### config.mk
export PLATFORM = sky130hd
export DESIGN_NAME = tug_war_engine
export DESIGN_NICKNAME = d
export VERILOG_FILES = /design/src/rtl/tug_war_pkg.sv /design/src/rtl/tug_war_engine_lfsr.sv /design/src/rtl/tug_war_engine.sv
export SDC_FILE = /design/constraint.sdc
export NUM_CORES = 1
export LEC_CHECK = 0
export CELL_PAD_IN_SITES_DETAIL_PLACEMENT = 1
export CELL_PAD_IN_SITES_GLOBAL_PLACEMENT = 1
export CORE_MARGIN = 2
export CORE_UTILIZATION = 36
export DETAILED_ROUTE_END_ITERATION = 6
export PLACE_DENSITY = 0.77
export SLEW_MARGIN = 30
export SYNTH_ARGS = -nofsm -noshare
export SYNTH_HDL_FRONTEND = slang
export SYNTH_SLANG_ARGS = --single-unit
### constraint.sdc
create_clock -name clkSelect -period 3.1 [get_ports clkSelect]
set_clock_uncertainty 0.05 [all_clocks]
set_input_delay 0.93 -clock clkSelect [delete_from_list [all_inputs] [get_ports clkSelect]]
set_output_delay 0.93 -clock clkSelect [all_outputs]
set_load 0.01 [all_outputs]
### src/rtl/tug_war_pkg.sv
// Shared types, winner codes and LFSR tap table for the tug-of-war game core.
package tug_war_pkg;

  typedef enum logic [1:0] {
    PLAY       = 2'd0,
    ROUND_OVER = 2'd1,
    GAME_OVER  = 2'd2
  } game_state_e;

  localparam logic [1:0] WIN_NONE = 2'b00;
  localparam logic [1:0] WIN_P1   = 2'b01;
  localparam logic [1:0] WIN_P2   = 2'b10;

  // Maximal-length XNOR taps; tap n (1-based) maps to mask bit n-1.
  function automatic logic [15:0] lfsr_taps(input int unsigned width);
    logic [15:0] mask;
    mask = '0;
    case (width)
      8:       mask = 16'h00B8;  // 8,6,5,4
      9:       mask = 16'h0110;  // 9,5
      10:      mask = 16'h0240;  // 10,7
      11:      mask = 16'h0500;  // 11,9
      12:      mask = 16'h0829;  // 12,6,4,1
      13:      mask = 16'h100D;  // 13,4,3,1
      14:      mask = 16'h2015;  // 14,5,3,1
      15:      mask = 16'h6000;  // 15,14
      16:      mask = 16'hD008;  // 16,15,13,4
      default: mask = 16'h0240;
    endcase
    return mask;
  endfunction

endpackage

### src/rtl/tug_war_engine_lfsr.sv
// XNOR Fibonacci LFSR driving the computer opponent; resets to zero.
module lfsr_xnor_n
  import tug_war_pkg::*;
#(
  parameter int unsigned W = 10
) (
  input  logic         clk,
  input  logic         reset,
  output logic [W-1:0] rnd
);

  localparam logic [W-1:0] TAPS = W'(lfsr_taps(W));

  logic fb_c;

  // XNOR feedback keeps all-zeros legal; all-ones is the unreachable lockup.
  assign fb_c = ~(^(rnd & TAPS));

  always_ff @(posedge clk or posedge reset) begin
    if (reset) rnd <= '0;
    else       rnd <= {rnd[W-2:0], fb_c};
  end

endmodule

### src/rtl/tug_war_engine.sv
// Tug-of-war game core: position counter, round/game FSM, scores and CPU opponent.
module tug_war_engine
  import tug_war_pkg::*;
#(
  parameter int unsigned N_POS     = 9,
  parameter int unsigned SCORE_MAX = 7,
  parameter int unsigned LFSR_W    = 10,
  parameter int unsigned POS_W     = $clog2(N_POS),
  parameter int unsigned SCORE_W   = $clog2(SCORE_MAX + 1)
) (
  input  logic               clkSelect,
  input  logic               resetGame,
  input  logic               new_round,
  input  logic               p1_press,
  input  logic               p2_press,
  input  logic               cpu_mode,
  input  logic [LFSR_W-1:0]  difficulty,
  output logic [N_POS-1:0]   lights,
  output logic [POS_W-1:0]   pos,
  output logic [SCORE_W-1:0] p1_score,
  output logic [SCORE_W-1:0] p2_score,
  output logic [1:0]         game_state,
  output logic [1:0]         winner
);

  localparam logic [POS_W-1:0]   CENTRE = POS_W'((N_POS - 1) / 2);
  localparam logic [POS_W-1:0]   LAST   = POS_W'(N_POS - 1);
  localparam logic [SCORE_W-1:0] SMAX   = SCORE_W'(SCORE_MAX);

  game_state_e        state_q, state_d;
  logic [POS_W-1:0]   pos_d;
  logic [N_POS-1:0]   lights_d;
  logic [SCORE_W-1:0] p1_score_d, p2_score_d, p1_inc_c, p2_inc_c;
  logic [1:0]         winner_d;
  logic [LFSR_W-1:0]  lfsr;
  logic               cpu_press_c, mv2_c;

  lfsr_xnor_n #(.W(LFSR_W)) u_lfsr (
    .clk   (clkSelect),
    .reset (resetGame),
    .rnd   (lfsr)
  );

  assign cpu_press_c = (difficulty > lfsr);
  assign mv2_c       = cpu_mode ? cpu_press_c : p2_press;
  assign p1_inc_c    = p1_score + SCORE_W'(1);
  assign p2_inc_c    = p2_score + SCORE_W'(1);

  always_ff @(posedge clkSelect or posedge resetGame) begin
    if (resetGame) begin
      state_q  <= PLAY;
      pos      <= CENTRE;
      lights   <= N_POS'(1) << CENTRE;
      p1_score <= '0;
      p2_score <= '0;
      winner   <= WIN_NONE;
    end else begin
      state_q  <= state_d;
      pos      <= pos_d;
      lights   <= lights_d;
      p1_score <= p1_score_d;
      p2_score <= p2_score_d;
      winner   <= winner_d;
    end
  end

  always_comb begin
    state_d    = state_q;
    pos_d      = pos;
    p1_score_d = p1_score;
    p2_score_d = p2_score;
    winner_d   = winner;

    case (state_q)
      PLAY: begin
        if (new_round) begin
          pos_d = CENTRE;
        end else if (p1_press && !mv2_c && pos != '0) begin
          pos_d = pos - POS_W'(1);
        end else if (!p1_press && mv2_c && pos != LAST) begin
          pos_d = pos + POS_W'(1);
        end

        // A round ends on the very edge the light reaches either end.
        if (!new_round && pos_d == '0 && pos != '0) begin
          if (p1_score != SMAX) p1_score_d = p1_inc_c;
          winner_d = WIN_P1;
          state_d  = (p1_inc_c == SMAX) ? GAME_OVER : ROUND_OVER;
        end else if (!new_round && pos_d == LAST && pos != LAST) begin
          if (p2_score != SMAX) p2_score_d = p2_inc_c;
          winner_d = WIN_P2;
          state_d  = (p2_inc_c == SMAX) ? GAME_OVER : ROUND_OVER;
        end
      end

      ROUND_OVER: begin
        if (new_round) begin
          pos_d    = CENTRE;
          winner_d = WIN_NONE;
          state_d  = PLAY;
        end
      end

      GAME_OVER: begin
      end

      default: begin
        pos_d    = CENTRE;
        winner_d = WIN_NONE;
        state_d  = PLAY;
      end
    endcase

    lights_d = N_POS'(1) << pos_d;
  end

  assign game_state = 2'(state_q);

endmodule

After elaboration in Yosys (flattened, before gate mapping)
Cells that the tools add are included.

operators by class
  $add $sub $neg = 4
  magnitude comparators = 1
  equal/unequal tests = 10
  shift-type cells = 1
  mux-type cells = 16
  bitwise logic cells = 3
  reductions and logical operators = 18

operator list
  operator             number
  $mux 4               5
  $mux 2               7
  $pmux 2 s3           2
  $pmux 4 s3           1
  $gt 10x10->1         1
  $reduce_xor 10->1    1
  $ne 3x3->1 const B   3
  $shl 1x4->9 const A  1
  $logic_and 1x1->1    8
  $add 3x1->3 const B  2
  $eq 3x3->1 const B   2
  $reduce_and 3->1     2
  $add 4x1->4 const B  1
  $eq 4x4->1 const B   1
  $logic_not 4->1      1
  $ne 4x4->1 const B   1
  $reduce_and 4->1     1
  $reduce_bool 4->1    1
  $sub 4x1->4 const B  1
  $logic_not 1->1      3
  $not 1->1            3
  $eq 2x1->1 const B   1
  $eq 2x2->1 const B   1
  $logic_not 2->1      1
  other kinds (2)      2

word-level totals
  bits in registers = 33
  output and inout port bits = 23
  word-level logic and storage cells = 60

Depth between registers and ports, before layout
  depth in word-level cells = 14
  gate-level depth with buffers = 11
  mapped depth without buffers = 11

Cells and area by module
From an unflattened synthesis, not the netlist that was laid out.

unflattened totals
  cell total of the unflattened synthesis = 223
  area, all modules = 2169.6 um2

by module, submodules not included
  module          instances  cells each  area each (um2)  sequential area each (um2)
  tug_war_engine  1          211         1906.8           578.1
  lfsr_xnor_n     1          12          262.8            250.2

Worst setup path before layout
No wires, ideal clock.

  kind = input to register
  start = input difficulty[7]
  end = register p1_score[2]
  library setup time = 0.125 ns
  arrival = 3.258 ns
  data required time = 2.925 ns
  setup slack = -0.333 ns
  cell stages on the path = 9
  buffers on the path = 0
  cell sequence = ha_1 > a211o_2 > o211ai_1 > o2111a_2 > nor2_1 > mux2i_2 > o221ai_4 > or4_4 > mux2_4

between the ends
  cells in the longest elaborated chain, start to end = 12
  elaborated cells between the ends (all ways) = 15

ends and longest elaborated chain
  element                                                      RTL line                                    RTL
  start: declaration                                           tug_war_engine.sv:17                        input logic [LFSR_W-1:0] difficulty,
  $gt 10x10->1 (*)                                             tug_war_engine.sv:44                        assign cpu_press_c = (difficulty > lfsr);
  $mux 1 (*)                                                   tug_war_engine.sv:45                        assign mv2_c = cpu_mode ? cpu_press_c : p2_press;
  $logic_and 1x1->1 / $logic_not 1->1 (equally long branches)  tug_war_engine.sv:80, tug_war_engine.sv:78
  $logic_and 1x1->1 (on tied branches)                         tug_war_engine.sv:80, tug_war_engine.sv:78
  $mux 4 / $logic_and 1x1->1 (equally long branches)           tug_war_engine.sv:80, tug_war_engine.sv:78
  $mux 4 (*)                                                   tug_war_engine.sv:78                        end else if (p1_press && !mv2_c && pos != '0) begin
  $mux 4 (*)                                                   tug_war_engine.sv:76                        if (new_round) begin
  $mux 4 (*)                                                   tug_war_engine.sv:74                        case (state_q)
  $logic_not 4->1 (*)                                          tug_war_engine.sv:85                        if (!new_round && pos_d == '0 && pos != '0) begin
  $logic_and 1x1->1 (*) (2 in series)                          tug_war_engine.sv:85
  $reduce_and 3->1 (no source line) (*)                        n/a
  end signal: assignment                                       tug_war_engine.sv:61                        p1_score <= p1_score_d;
  end: declaration                                             tug_war_engine.sv:20                        output logic [SCORE_W-1:0] p1_score,

Every way passes the cells marked *; elsewhere a longest branch is shown, timed or not. The select of a mux whose other input is x is not followed.
A chain may end at the register's enable or synchronous reset.

Worst setup path in the final report
  start = input difficulty[9]
  end = register p1_score[2]

The elaborated chain is that of the path after synthesis.

==> summary.txt <==
Status: finished with violations
Violations in the final reports: setup timing
Worst IR Drop VDD: 0.351 mV
Most common cell after layout, fill and taps aside: sky130_fd_sc_hd__dfrtp_1
Endpoints failing hold: 0
Cell breakdown of the critical path: buf_6 -> ha_4 -> nand4_4 -> a211o_1 -> o2111a_2 -> buf_4 -> nor2_4 -> mux2i_4 -> o221ai_4 -> or4_4 -> mux2_4
Cell total after placement: 316
Clock slew at reported path FFs: 0.07 ns
N_diodes: 0
Nature of the critical path startpoint: primary input
Width of the die: 78.2 um
Number of cells traversed by the worst hold path: 0
Number of fill cells: 599
Detailed Route WL: 5630 um
Hold Crit Endpoint: u_lfsr.rnd[3]$_DFF_PP0_
Post-detailed-route wirelength per cell: 16.8 um
Global Route Usage Sum: 0.192
Number of storage elements in the synthesis netlist: 33
Vertical die dimension: 78.2 um
Compound-cell area share of the yosys netlist: 0.169
Worst hold margin: 0.326 ns
Register area: 828 um^2
Total gr overflow: 0
Post-route clock period utilization: 1.04
Worst hold path startpoint: u_lfsr.rnd[2]$_DFF_PP0_
Vias after detailed routing: 1,760
Number of buffers inserted during clock tree synthesis: 5
Avg Cell Area, Syn: 10.4 um^2
Setup slack on the worst flop-to-flop path: 0.11 ns
Post-layout net count: 296
Crit path buffers/inverters: 2
Worst relative slew slack: 0.666
Slowest CP cell: sky130_fd_sc_hd__or4_4
Type of element capturing the critical path: flip-flop
Share of power burned in combinational logic: 0.513
Number of clock sinks seen by CTS: 33
Final instance area: 0.00308 mm^2
Reg2reg end: p1_score[2]$_DFFE_PP0P_
Min-Delay Path Class: reg2reg
Leakage power total: 1.34 nW
Achievable frequency: 309 MHz
Avg Vias per Cell: 5.25
Total stage count of the critical path: 11
First-pass iteration count of the detailed router: 4
Pin count of the biggest net entering global routing: 34
Sequential area share after synthesis: 0.418
Critical Path Fanout Max: 4
Layout Area Growth over Synthesis: 55.7%
DR DRC count: 0
Placed inst area: 0.00268 mm^2
Initial antenna violation count: 0
Depth of the worst register-to-register path: 11
Sequential share of power: 0.326
Total of max-cap violations: 0
Post-synth ARST share: 1.00
Share of synthesized area spent on multiplexers: 0.0373
Hold Buf Count CTS: 0
Netlist area before placement: 0.00198 mm^2
Critical path data required time: 3.23 ns
Number of rows created at floorplan: 27
Largest family of logic cells by synthesized area: simple AND/OR/NAND/NOR gates
Distinct cell type count after synthesis: 55
Cell-internal power: 1.21 mW
CTS max path bufs: 2
Net switching power: 782 uW
Arrival time worst endpoint: 3.37 ns
Number of H-tree levels: 2
Multi-input gate area in the final layout: 0.00135 mm^2
Synthesized netlist net count: 224
# port buffers: 38
Layout Cells excl Fill: 335
Origin of the critical flop-to-flop path: u_lfsr.rnd[6]$_DFF_PP0_
Clock share of power: 0.161
Synthesized-area fraction occupied by and/or/nand/nor cells: 0.189
Synthesized instance count: 190
Area share of xor/xnor cells in the synthesized design: 0.0133
Number of global-route vias before repair: 1,913
Leading register cell type out of synthesis: sky130_fd_sc_hd__dfrtp_1
Unrepaired setup endpoints after global routing: true
Commonest cells after routing, fill and taps aside: 31 x sky130_fd_sc_hd__dfrtp_1, 27 x sky130_fd_sc_hd__clkdlybuf4s50_1, 23 x sky130_fd_sc_hd__inv_1
Post-route antenna net violation count: 0
PD cells: 647 mW/mm^2
DRC violation total after the first TritonRoute iteration: 71
Crit path time final: 3.24 ns
Worst Setup Slack, final: -0.136 ns
Worst path top cell family by delay: simple AND/OR/NAND/NOR gates
First-pass GRT wire length: 9190 um
TritonCTS clock tree: built
Setup TNS Final: -0.672 ns
Area of the placeable core: 0.00541 mm^2
Initial core utilization: 0.366
Category of the critical setup timing path: in2reg
Pre-CTS setup slack: -0.816 ns
Worst Max-Slew Pin Slew: 0.501 ns
Final-report setup violation count: 9
Routability congestion estimate from global placement: 0.789
Switching share of total power: 0.392
Die area: 0.00611 mm^2
Slowest cell delay on critical path: 0.52 ns
Insertion delay to the later sink of the worst-skew pair: 0.29 ns
Adder-cell share of the synthesized area: 0.114
Final max-slew violation count: 0
Layout cell share with drive strength beyond 1: 0.388
Post-synth EDFFs: 0
Library cell used as clock root buffer: sky130_fd_sc_hd__clkbuf_8
Yosys warning total: 0
Ports placed on the boundary: 39
Detail Placement HPWL: 3690 um
[worst max-delay path by stage]
stage                       start                       to  slack [ns]
floorplan           difficulty[7]  p1_score[2]$_DFFE_PP0P_       -0.25
global placement    difficulty[7]  p1_score[2]$_DFFE_PP0P_       -0.74
detailed placement  difficulty[7]  p1_score[2]$_DFFE_PP0P_       -0.82
CTS                 difficulty[4]  p1_score[2]$_DFFE_PP0P_       -0.17
global route        difficulty[7]  p2_score[2]$_DFFE_PP0P_       -0.23
finish              difficulty[9]  p1_score[2]$_DFFE_PP0P_       -0.14
[routing by layer]
metal / GRT usage / up-vias / share of wire
met2: 0.339 / 33 / 0.53
met5: 0 / - / 0
met4: 0.0702 / 0 / 0.015
li1: - / 828 / -
met1: 0.231 / 889 / 0.42
met3: 0.0414 / 10 / 0.031
[logic make-up (layout without fill, tap and decap cells)]
group | after synthesis | after routing
AND/OR/NAND/NOR | 65 | 65
AO/OA/AOI/OAI | 37 | 37
flip-flops | 33 | 33
buffers and inverters | 28 | 101
adder cells (fa/ha/maj) | 18 | 18
multiplexers | 6 | 6
XOR/XNOR | 3 | 3
[registers in the layout, indices dropped and copies added, names as in the netlist]
name / flops
p2_score: 3
p1_score: 3
winner: 2
pos: 4
u_lfsr.rnd: 10
game_state: 2
lights: 9
[stage by stage]
| stage | util | power (mW) |
|---|---|---|
| after floorplan | - | 1.11 |
| after global placement | 0.495 | 1.48 |
| after detailed placement | 0.495 | 1.50 |
| after CTS | 0.549 | 1.89 |
| after global routing | 0.570 | 2.13 |
| final | 0.570 | 2.00 |
[synth_stat cells, types with 2 or more instances]
| cell type | count | area share |
|---|---|---|
| sky130_fd_sc_hd__clkbuf_1 | 2 | 0.0038 |
| sky130_fd_sc_hd__inv_1 | 23 | 0.044 |
| sky130_fd_sc_hd__mux2i_1 | 3 | 0.015 |
| sky130_fd_sc_hd__nand4_2 | 2 | 0.013 |
| sky130_fd_sc_hd__or4_4 | 2 | 0.011 |
| sky130_fd_sc_hd__o21ai_0 | 2 | 0.0051 |
| sky130_fd_sc_hd__o21a_1 | 2 | 0.0076 |
| sky130_fd_sc_hd__nand2_1 | 13 | 0.025 |
| sky130_fd_sc_hd__nand3_1 | 9 | 0.023 |
| sky130_fd_sc_hd__dfrtp_1 | 31 | 0.39 |
| sky130_fd_sc_hd__xnor2_1 | 3 | 0.013 |
| sky130_fd_sc_hd__ha_1 | 18 | 0.11 |
| sky130_fd_sc_hd__a2111o_1 | 2 | 0.011 |
| sky130_fd_sc_hd__nor2_1 | 15 | 0.028 |
| sky130_fd_sc_hd__nor4b_1 | 4 | 0.018 |
| sky130_fd_sc_hd__o311ai_0 | 2 | 0.0088 |
| sky130_fd_sc_hd__or3_2 | 2 | 0.0076 |
| sky130_fd_sc_hd__a21oi_1 | 8 | 0.020 |
| sky130_fd_sc_hd__dfstp_2 | 2 | 0.027 |
| sky130_fd_sc_hd__nor3_1 | 2 | 0.0051 |
| sky130_fd_sc_hd__nand2b_1 | 5 | 0.016 |
| sky130_fd_sc_hd__mux2_4 | 2 | 0.015 |
| sky130_fd_sc_hd__or2_2 | 3 | 0.0095 |
| sky130_fd_sc_hd__o211ai_1 | 2 | 0.0076 |
[power groups by stage]
stage / sequential (mW) / clock (mW) / combinational [mW]
2_1_floorplan: 0.648 / 0 / 0.466
3_3_place_gp: 0.642 / 0 / 0.842
3_5_place_dp: 0.644 / 0 / 0.859
4_1_cts: 0.642 / 0.331 / 0.919
5_1_grt: 0.668 / 0.350 / 1.11
6_report: 0.651 / 0.322 / 1.02
[cell type report]
| type | instances | area share |
|---|---|---|
| well taps | 72 | 0.0292 |
| clock buffers | 6 | 0.0235 |
| repair buffers | 70 | 0.209 |
| flip-flops and latches | 33 | 0.269 |
| multi-input cells | 129 | 0.438 |
| clock inverters | 2 | 0.00325 |
| inverters | 23 | 0.0280 |
[what timing repair did]
action / in CTS / in global routing
gates resized for setup: 68 / 25
buffers inserted: 12 / 1
pin swaps: 23 / 16
gates cloned: 0 / 0
setup endpoints to repair: 23 / 19
No activity file was read; power rests on OpenSTA's default activity.
